===== src/rtl/board_io_conditioner_if.sv =====
// Core-facing side of the board I/O conditioner.
// The conditioner is the master; the core is the slave.
interface board_io_conditioner_if #(
  parameter int N_BTN = 1,
  parameter int N_LED = 6
);
  logic [N_LED-1:0] i_led;
  logic [N_BTN-1:0] o_btn;
  logic [N_BTN-1:0] o_btn_press;
  logic             o_tick;
  logic             o_cpu_ce;

  modport master (
    input  i_led,
    output o_btn,
    output o_btn_press,
    output o_tick,
    output o_cpu_ce
  );

  modport slave (
    output i_led,
    input  o_btn,
    input  o_btn_press,
    input  o_tick,
    input  o_cpu_ce
  );
endinterface


===== src/rtl/board_io_conditioner.sv =====
// Board I/O front end: button sync/debounce, press pulses,
// run/step clock-enable generation and LED polarity.
module board_io_conditioner #(
  parameter int DIV_COUNT      = 1350000,
  parameter int DB_CYCLES      = 270000,
  parameter int N_BTN          = 1,
  parameter bit BTN_ACTIVE_LOW = 1'b1,
  parameter int STEP_BTN       = 0,
  parameter int N_LED          = 6,
  parameter bit LED_ACTIVE_LOW = 1'b1
) (
  input  logic             i_clk,
  input  logic             i_rst,
  input  logic [N_BTN-1:0] i_btn_pin,
  input  logic             i_mode_step,
  output logic [N_LED-1:0] o_led_pin,
  board_io_conditioner_if.master core
);
  localparam int DBW = $clog2(DB_CYCLES + 1);
  localparam int TW  = $clog2(DIV_COUNT);

  localparam logic [N_BTN-1:0] BTN_REL =
    BTN_ACTIVE_LOW ? '1 : '0;
  localparam logic [N_LED-1:0] LED_OFF =
    LED_ACTIVE_LOW ? '1 : '0;
  localparam logic [DBW-1:0] DB_LAST =
    DBW'(DB_CYCLES - 1);
  localparam logic [TW-1:0] T_LAST =
    TW'(DIV_COUNT - 1);

  logic [N_BTN-1:0] btn_s1_q, btn_s2_q;
  logic             mode_s1_q, mode_s2_q;
  logic [N_BTN-1:0] synced, diff;
  logic [N_BTN-1:0] btn_q, btn_d;
  logic [N_BTN-1:0] press_q, press_d;
  logic [DBW-1:0]   cnt_q [N_BTN];
  logic [DBW-1:0]   cnt_d [N_BTN];
  logic [TW-1:0]    tcnt_q, tcnt_d;
  logic             tick_q, tick_d;
  logic             ce_q, ce_d;
  logic [N_LED-1:0] led_q, led_d;

  assign synced = btn_s2_q ^ BTN_REL;
  assign diff   = synced ^ btn_q;

  always_comb begin
    btn_d = btn_q;
    for (int i = 0; i < N_BTN; i++) begin
      cnt_d[i] = '0;
      unique case (1'b1)
        !diff[i]:
          cnt_d[i] = '0;
        diff[i] && (cnt_q[i] == DB_LAST):
          btn_d[i] = synced[i];
        diff[i] && (cnt_q[i] != DB_LAST):
          cnt_d[i] = cnt_q[i] + 1'b1;
      endcase
    end
    press_d = btn_d & ~btn_q;

    tick_d = (tcnt_q == T_LAST);
    tcnt_d = tick_d ? '0 : tcnt_q + 1'b1;

    // guard keeps the enable single-cycle across a mode flip
    ce_d = (mode_s2_q ? press_d[STEP_BTN] : tick_d) & ~ce_q;

    led_d = core.i_led ^ LED_OFF;
  end

  always_ff @(posedge i_clk or negedge i_rst) begin
    if (!i_rst) begin
      btn_s1_q  <= BTN_REL;
      btn_s2_q  <= BTN_REL;
      mode_s1_q <= 1'b0;
      mode_s2_q <= 1'b0;
      btn_q     <= '0;
      press_q   <= '0;
      for (int i = 0; i < N_BTN; i++) cnt_q[i] <= '0;
      tcnt_q    <= '0;
      tick_q    <= 1'b0;
      ce_q      <= 1'b0;
      led_q     <= LED_OFF;
    end else begin
      btn_s1_q  <= i_btn_pin;
      btn_s2_q  <= btn_s1_q;
      mode_s1_q <= i_mode_step;
      mode_s2_q <= mode_s1_q;
      btn_q     <= btn_d;
      press_q   <= press_d;
      for (int i = 0; i < N_BTN; i++) cnt_q[i] <= cnt_d[i];
      tcnt_q    <= tcnt_d;
      tick_q    <= tick_d;
      ce_q      <= ce_d;
      led_q     <= led_d;
    end
  end

  assign core.o_btn       = btn_q;
  assign core.o_btn_press = press_q;
  assign core.o_tick      = tick_q;
  assign core.o_cpu_ce    = ce_q;
  assign o_led_pin        = led_q;
endmodule


===== src/flat_wrapper.sv =====
// flat-port wrapper written by rule: the top's interface ports become plain ports
module board_io_conditioner_flat 
#(
  parameter int DIV_COUNT      = 1350000,
  parameter int DB_CYCLES      = 270000,
  parameter int N_BTN          = 1,
  parameter bit BTN_ACTIVE_LOW = 1'b1,
  parameter int STEP_BTN       = 0,
  parameter int N_LED          = 6,
  parameter bit LED_ACTIVE_LOW = 1'b1
)
  (i_clk, i_rst, i_btn_pin, i_mode_step, o_led_pin, core_i_led, core_o_btn, core_o_btn_press, core_o_tick, core_o_cpu_ce);
  board_io_conditioner_if #(.N_BTN(N_BTN), .N_LED(N_LED)) core_i ();
  input  logic i_clk;
  input  logic i_rst;
  input  logic [N_BTN-1:0] i_btn_pin;
  input  logic i_mode_step;
  output logic [N_LED-1:0] o_led_pin;
  input wire logic [$bits(core_i.i_led)-1:0] core_i_led;
  output wire logic [$bits(core_i.o_btn)-1:0] core_o_btn;
  output wire logic [$bits(core_i.o_btn_press)-1:0] core_o_btn_press;
  output wire logic [$bits(core_i.o_tick)-1:0] core_o_tick;
  output wire logic [$bits(core_i.o_cpu_ce)-1:0] core_o_cpu_ce;
  assign core_i.i_led = core_i_led;
  assign core_o_btn = core_i.o_btn;
  assign core_o_btn_press = core_i.o_btn_press;
  assign core_o_tick = core_i.o_tick;
  assign core_o_cpu_ce = core_i.o_cpu_ce;
  board_io_conditioner #(.DIV_COUNT(DIV_COUNT), .DB_CYCLES(DB_CYCLES), .N_BTN(N_BTN), .BTN_ACTIVE_LOW(BTN_ACTIVE_LOW), .STEP_BTN(STEP_BTN), .N_LED(N_LED), .LED_ACTIVE_LOW(LED_ACTIVE_LOW)) u_core (.i_clk(i_clk), .i_rst(i_rst), .i_btn_pin(i_btn_pin), .i_mode_step(i_mode_step), .o_led_pin(o_led_pin), .core(core_i));
endmodule

===== config.mk =====
export PLATFORM = sky130hd
export DESIGN_NAME = board_io_conditioner_flat
export DESIGN_NICKNAME = d
export VERILOG_FILES = /design/src/rtl/board_io_conditioner_if.sv /design/src/rtl/board_io_conditioner.sv /design/src/flat_wrapper.sv
export SDC_FILE = /design/constraint.sdc
export NUM_CORES = 1
export LEC_CHECK = 0
export CAP_MARGIN = 20
export CORE_ASPECT_RATIO = 1.5
export CORE_MARGIN = 2
export CORE_UTILIZATION = 47
export DETAILED_ROUTE_END_ITERATION = 7
export GPL_ROUTABILITY_DRIVEN = 1
export PLACE_DENSITY = 0.66
export SLEW_MARGIN = 10
export SYNTH_ARGS = -nofsm -noshare
export SYNTH_HDL_FRONTEND = slang
export SYNTH_SLANG_ARGS = --single-unit

===== constraint.sdc =====
create_clock -name i_clk -period 3.43 [get_ports i_clk]
set_input_delay 0.686 -clock i_clk [delete_from_list [all_inputs] [get_ports i_clk]]
set_output_delay 0.686 -clock i_clk [all_outputs]
set_load 0.01 [all_outputs]

=== Yosys cells after proc, flatten, opt, wreduce, memory -nomap -nowiden ===
Cells that the tools add are included.

* Register bits: 54
* Bits of input ports: 10
* Logic and storage cells: 29

* Add/subtract/negate cells: 2
* Equal/unequal tests: 3
* Mux-type cells: 4
* Bitwise logic cells: 7
* Reduce and logical (&&, ||, !) cells: 2

{| class="wikitable"
|+ Operators by type and width
! kind !! count
|-
| 21-bit by 1-bit adder with 21-bit output, second input constant || 1
|-
| 21-bit == test, second input constant || 1
|-
| 21-bit 2-to-1 mux || 1
|-
| 19-bit by 1-bit adder with 19-bit output, second input constant || 1
|-
| 19-bit == test, second input constant || 1
|-
| 19-bit 2-to-1 mux || 1
|-
| 19-bit != test, second input constant || 1
|-
| 6-bit inverter || 1
|-
| 1-bit inverter || 3
|-
| 1-bit AND || 2
|-
| 1-bit logical AND || 2
|-
| 1-bit 2-to-1 mux || 2
|-
| 1-bit bitwise XOR || 1
|}

=== Depth between registers and ports, before layout ===
Gate-level depths: netlist of run 1.

* Depth in word-level cells: 7
* Depth in mapped cells: 7
* Gate-level depth less buffers: 5

=== Worst setup path after synthesis of run 1 ===
Ideal clock, no wire load.

* Path type: register to register
* Start point: register u_core.cnt_q[8] in the netlist's numbering
* End point: register u_core.cnt_q[10] in the netlist's numbering
* Arrival: 1756 ps
* Setup slack: 1555 ps
* Cell stages (with the launch flop): 7
* Buffers on the path: 2
* Period minus slack after synthesis: 1875 ps
* Cell sequence: dfrtp_1 -> or4b_2 -> nor3_1 -> a21o_1 -> buf_6 -> buf_12 -> nor2_1

{| class="wikitable"
|+ RTL lines
! what !! line !! RTL
|-
| from (decl) || board_io_conditioner.sv:36 || <nowiki>logic [DBW-1:0] cnt_q [N_BTN];</nowiki>
|}

==> run_results.csv, run 1 <==
group,metric,value,unit
layout,stdcell_count,319,
yosys,ys_warn_count,0,
yosys,avgSynthCellArea,10.6,um2
timing,clock-skew-final,8.48,ps
clock_tree,cts_sinks,54,
min_path,hold_start,"u_core.btn_s1_q",
floorplan,die_area,0.00574,mm2
worst_setup_path,worst-path-stages,4,
global_routing,overflow,0,
yosys,synth_compound_area_frac,0.0259,
min_path,min_path_type,"reg -> reg",
layout,fillers,469,
yosys,synthSimpleGateAreaFrac,0.242,
place,portBuffers,19,
clock_tree,ctsHoldBuffers,0,
yosys,syn_nets,240,
layout,nets,262,
drt,viasPerCell,5.14,
clock_tree,h-tree-depth,2,
place,dp_hpwl,2.98,mm
floorplan,rows,32,
global_routing,antenna_found_initial,0,
yosys,muxShareOfSynthArea,0.00829,
clock_tree,worst_skew_pair.late_latency,310,ps
drt,drt_wl_total,4.42,mm
layout,antenna_cells,0,
yosys,syn_area,0.00241,mm2
worst_setup_path,cpLargestDelayFamily,"simple AND/OR/NAND/NOR gates",
clock_tree,cts_tree,"yes",
timing,fin_crit,2280,ps
drt,dr.pass1.iters,4,
yosys,synthAdderAreaFrac,0.0104,
yosys,synth-xor-area-share,0.112,
worst_setup_path,criticalPathCategory,"reg -> reg",
layout,final_cell_mix,"dfrtp_1 (46), nor2_1 (34), xnor2_1 (24)",
place,gp_congestion,0.809,
drt,drc,0,
worst_setup_path,rrSetupSlack,1150,ps
timing,fin_crit_sh,0.665,
worst_setup_path,cpPeakStageDelay,670,ps
clock_tree,cts_resized,0,
global_routing,grt_pass1_wl,8.01,mm
yosys,synth_ff_type,"dfrtp_1",
place,dp_slack,1210,ps
clock_tree,cts_root_buffer,"clkbuf_8",
timing,maxSlewHeadroom,0.396,
floorplan,die_w,62.5,um
worst_setup_path,cp.required,3610,ps
yosys,yosysUniqueCellTypes,32,
drt,vias,1640,
worst_setup_path,startpoint,"u_core.cnt_q[8]",
timing,setup_viol,0,
yosys,ys_async_sr_fraction,1.00,
min_path,min_to,"u_core.btn_s2_q",
min_path,worstHoldPathCells,0,
floorplan,initial_core_util,0.479,
layout,area_growth,14.4,%
power,power.density,409,mW/mm2
timing,setup_tns,0,ps
drt,drt_iter0_drc,61,
run,drv_cap,0,
layout,fin_util,0.547,
status,status,"finished, final reports clean",
worst_setup_path,path_cells,"or4b_2, nor3_1, a21o_1, nor2_1",
layout,final_common_cell,"dfrtp_1",
worst_setup_path,crit_slowest_cell,"or4b_2",
power,vdd_drop_max,0.000280,V
floorplan,pin_count,20,
clock_tree,clkTransAtPathRegs,100,ps
timing,setup_ws,1150,ps
layout,multiInputGateArea,965,um2
layout,drive_gt1_frac,0.0956,
clock_tree,cts_buffers,5,
drt,wl_per_cell,13.9,um
yosys,seq_area_frac_synth,0.564,
worst_setup_path,crit_path_start_kind,"flip-flop",
yosys,synth_top_family_by_area,"simple AND/OR/NAND/NOR gates",
timing,slew_viol_final,0,
place,placed_cells,311,
worst_setup_path,r2r_cells,4,
power,total_leakage_power,1.12,nW
worst_setup_path,cp_num_buf_inv,0,
global_routing,grt_max_degree,55,
worst_setup_path,reg2reg_from,"u_core.cnt_q[8]",
floorplan,die_height,91.8,um
yosys,yosys_register_bits,54,
timing,fmaxAchievable,438,MHz
worst_setup_path,endpoint_kind,"flip-flop",
timing,hold_viol,0,
drt,drtAntennaViolNets,0,
timing,worstMarginPinSlew,903,ps
timing,rsz0062_at_grt,"false",
worst_setup_path,r2r_end,"u_core.cnt_q[6]",
yosys,synth_edf_count,0,
layout,regArea,0.00136,mm2
clock_tree,cts_post_setup_buffers_inserted,0,
worst_setup_path,cp_max_fo,17,
clock_tree,clockBufferDepth,2,
floorplan,coreArea,0.00504,mm2
global_routing,first_global_vias,1753,
worst_setup_path,cp.arrival,2460,ps
global_routing,grt_usage,0.176,
yosys,synthCells,228,
synthesized netlist by cell type, types with 2 or more instances:
library cell  count  area share
a21oi_1           6       0.012
inv_1            12       0.019
xor2_1            7       0.025
mux2i_1           2      0.0083
nor4_1            8       0.021
or3_1             6       0.016
and3_1            3      0.0078
xnor2_1          24       0.087
and4_1            2      0.0073
clkbuf_1          2      0.0031
dfstp_2           8       0.087
ha_1              2       0.010
nor2_1           34       0.053
or4_4             2      0.0093
o21ai_0           5       0.010
nand4_1           8       0.021
dfrtp_1          46        0.48
nand3_1          16       0.033
nand2_1          14       0.022
nor3_1            9       0.019
flip-flops by register name (all words and copies together), names as in the netlist:
register and cells:
u_core.mode_s2_q 1, u_core.cnt_q 19, u_core.tcnt_q 21, u_core.core.o_btn_press 1, u_core.core.o_btn 1, u_core.o_led_pin 6, u_core.btn_s2_q 1, u_core.core.o_cpu_ce 1
u_core.btn_s1_q 1, u_core.mode_s1_q 1, u_core.core.o_tick 1
layer usage:
metal  global-route usage  part of all wire  vias to the layer above
met3               0.0380             0.027                        8
met2                0.316              0.54                       22
li1                     -                 -                      816
met1                0.199              0.41                      794
met4               0.0778             0.023                        0
met5                    0                 0                        -
kinds of logic (layout without fill, tap and decap cells):
group / count (synthesis) / count (layout)
fa+ha+maj: 2 / 2
compound gates: 12 / 12
xor+xnor: 31 / 31
mux: 2 / 2
flops: 54 / 54
simple gates: 110 / 110
buf+inv: 17 / 40
worst max path at each step:
stage          slack [ps]          endpoint
2_1_floorplan        1560  u_core.cnt_q[10]
3_3_place_gp         1310  u_core.cnt_q[10]
3_5_place_dp         1210   u_core.cnt_q[3]
4_1_cts              1160   u_core.cnt_q[3]
5_1_grt              1020  u_core.cnt_q[11]
6_report             1150   u_core.cnt_q[6]
final cells by class:
| type | count | share of cell area |
|---|---|---|
| multi-input cells | 157 | 0.349 |
| flip-flops and latches | 54 | 0.493 |
| repair buffers | 20 | 0.0698 |
| inverters | 12 | 0.0163 |
| well taps | 68 | 0.0308 |
| clock buffers | 5 | 0.0249 |
| clock inverters | 3 | 0.0159 |
report_power, final:
| part | switching, mW | internal [mW] | leakage, nW |
|---|---|---|---|
| Sequential | 0.00509 | 0.649 | 0.705 |
| Clock | 0.215 | 0.219 | 0.0585 |
| Combinational | 0.0235 | 0.0189 | 0.356 |
| Total | 0.243 | 0.887 | 1.12 |
worst register-to-register path, cell delays in order, from the launching register on:
cell and delay (ps):
dfrtp_1 420, or4b_2 670, nor3_1 400, a21o_1 550
nor2_1 110
per-stage QoR:
step	power, mW	cell area [um2]	hold WS, ps
final	1.13	2760	361
after global routing	1.17	2760	368
after CTS	1.15	2760	363
after detailed placement	0.710	2650	347
after global placement	0.709	2650	338
after floorplan	0.681	2410	331
Power figures use the tool's default switching activity.
==> run 2, diff against run 1 <==
PLACE_DENSITY = 0.68   (was 0.66)
clock period = 1.9 ns   (was 3.43 ns; I/O delays follow)
==> run 2 against run 1 <==
Net effect: maximum frequency is 26% higher; critical path depth up 1; via count grew 8.1%; highest routed layer unchanged; critical path type unchanged; non-clock buffer count grew 24; die area did not move; wire length grew 6.6%; clock skew decreased by 2.5 ps.
==> run_results.csv, run 2 (same netlist as run 1, synthesis figures left out) <==
group,metric,value,unit
clock_tree,cts_root_buffer,"clkbuf_8",
layout,regArea,0.00136,mm2
place,portBuffers,19,
status,status,"finished, final reports clean",
drt,routedLengthMet1,1.77,mm
worst_setup_path,crit_slowest_cell,"or4_4",
drt,drtAntennaViolNets,0,
clock_tree,clkTransAtPathRegs,100,ps
floorplan,pin_count,20,
worst_setup_path,cp_num_buf_inv,0,
drt,wl_met3,129,um
timing,worstMarginPinSlew,512,ps
drt,wl_per_cell,13.7,um
layout,largest_reg_flops,21,
drt,wl_met2,2.66,mm
layout,top_register,"u_core.tcnt_q",
timing,hold_viol,0,
timing,fin_crit_sh,0.956,
min_path,min_path_type,"in -> async",
layout,stdcell_count,343,
worst_setup_path,cp_max_fo,5,
timing,setup_viol,0,
power,vdd_drop_max,0.000569,V
power,finalPower,2.04,mW
place,placed_cells,334,
floorplan,die_area,0.00574,mm2
clock_tree,ctsHoldBuffers,0,
clock_tree,cts_buffers,5,
global_routing,first_global_vias,1904,
timing,holdWs,7.53,ps
floorplan,coreArea,0.00504,mm2
timing,fmaxAchievable,551,MHz
worst_setup_path,cpPeakStageDelay,560,ps
floorplan,rows,32,
layout,nets,286,
clock_tree,h-tree-depth,2,
floorplan,initial_core_util,0.479,
clock_tree,cts_tree,"yes",
layout,drive_gt1_frac,0.189,
layout,multiInputGateArea,987,um2
floorplan,die_height,91.8,um
global_routing,grt_usage,0.182,
drt,viasPerCell,5.17,
timing,clock-skew-final,5.99,ps
drt,drc,0,
worst_setup_path,endpoint_kind,"flip-flop",
power,total_leakage_power,1.26,nW
clock_tree,cts_sinks,54,
drt,drt_iter0_drc,45,
worst_setup_path,cpLargestDelayFamily,"simple AND/OR/NAND/NOR gates",
drt,top_layer,"met4",
power,power.density,685,mW/mm2
timing,fin_crit,1820,ps
worst_setup_path,criticalPathCategory,"reg -> reg",
worst_setup_path,path_cells,"ha_2, nand3_1, or4_4, or3_1, a21oi_1",
layout,area_growth,23.3,%
worst_setup_path,cp.arrival,2060,ps
layout,antenna_cells,0,
clock_tree,worst_skew_pair.late_latency,310,ps
floorplan,die_w,62.5,um
layout,final_common_cell,"dfrtp_1",
timing,rsz0062_at_grt,"false",
global_routing,grt_max_degree,27,
place,gp_congestion,0.835,
global_routing,antenna_found_initial,0,
drt,drt_wl_total,4.71,mm
clock_tree,clockBufferDepth,2,
drt,dr.pass1.iters,4,
run,drv_cap,0,
worst_setup_path,crit_path_start_kind,"flip-flop",
worst_setup_path,cp.required,2140,ps
timing,setup_tns,0,ps
layout,final_cell_mix,"dfrtp_1 (46), nor2_1 (34), xnor2_1 (24), buf_4 (24), clkdlybuf4s50_1 (18)",
layout,fillers,456,
drt,vias,1773,
place,dp_hpwl,3.60,mm
timing,slew_viol_final,0,
timing,maxSlewHeadroom,0.655,
global_routing,overflow,0,
global_routing,grt_pass1_wl,8.27,mm
run 2: through the flow:
stage / setup WS, ps / util / instance area (um2)
after global placement: 1.37 / 0.562 / 2830
after floorplan: 25.3 / - / 2410
final: 83.7 / 0.590 / 2980
after detailed placement: 15.1 / 0.562 / 2830
after global routing: 2.84 / 0.590 / 2980
after CTS: 34.5 / 0.585 / 2950
run 2: final timing paths:
check                                 start                 endpoint  slack [ps]  cells past startpoint
hold reg to reg            u_core.mode_s1_q         u_core.mode_s2_q         360                      0
max in group asynchronous             i_rst        u_core.tcnt_q[12]        1380                      2
setup / recovery            u_core.cnt_q[0]         u_core.cnt_q[18]          80                      5
setup reg to reg            u_core.cnt_q[0]         u_core.cnt_q[18]          80                      5
min in group i_clk         u_core.mode_s1_q         u_core.mode_s2_q         360                      0
hold / removal                        i_rst  u_core.core.o_btn_press           8                      1
run 2: final cells by class:
class | count | area share
Sequential cell | 54 | 0.457
Clock buffer | 5 | 0.0231
Multi-Input combinational cell | 157 | 0.332
Inverter | 12 | 0.0151
Clock inverter | 3 | 0.0147
Timing Repair Buffer | 44 | 0.129
Tap cell | 68 | 0.0286
run 2: report_power, final:
part | total (mW) | internal (mW) | switching [mW]
Clock | 0.775 | 0.395 | 0.379
Sequential | 1.18 | 1.17 | 0.00901
Combinational | 0.0850 | 0.0413 | 0.0437
run 2: repair_timing:
action	CTS	global route
buffers inserted	0	1
endpoints found under the setup margin	8	15
resized for setup	1	4
pin swaps	0	2
run 2: layer usage:
metal / GRT usage / vias to the layer above
li1: - / 867
met1: 0.187 / 862
met2: 0.342 / 30
met3: 0.0356 / 14
met4: 0.0963 / 0
met5: 0 / -
run 2: worst register-to-register path, cell delays in order, from the launching register on:
cell	delay [ps]
dfrtp_1	400
ha_2	210
nand3_1	110
or4_4	560
or3_1	330
a21oi_1	150
==> run 3, diff against run 2 <==
SLEW_MARGIN = 20   (was 10)
==> results of run 3 <==
Same layout as run 2: the final DEF is identical, and so are final timing and power.
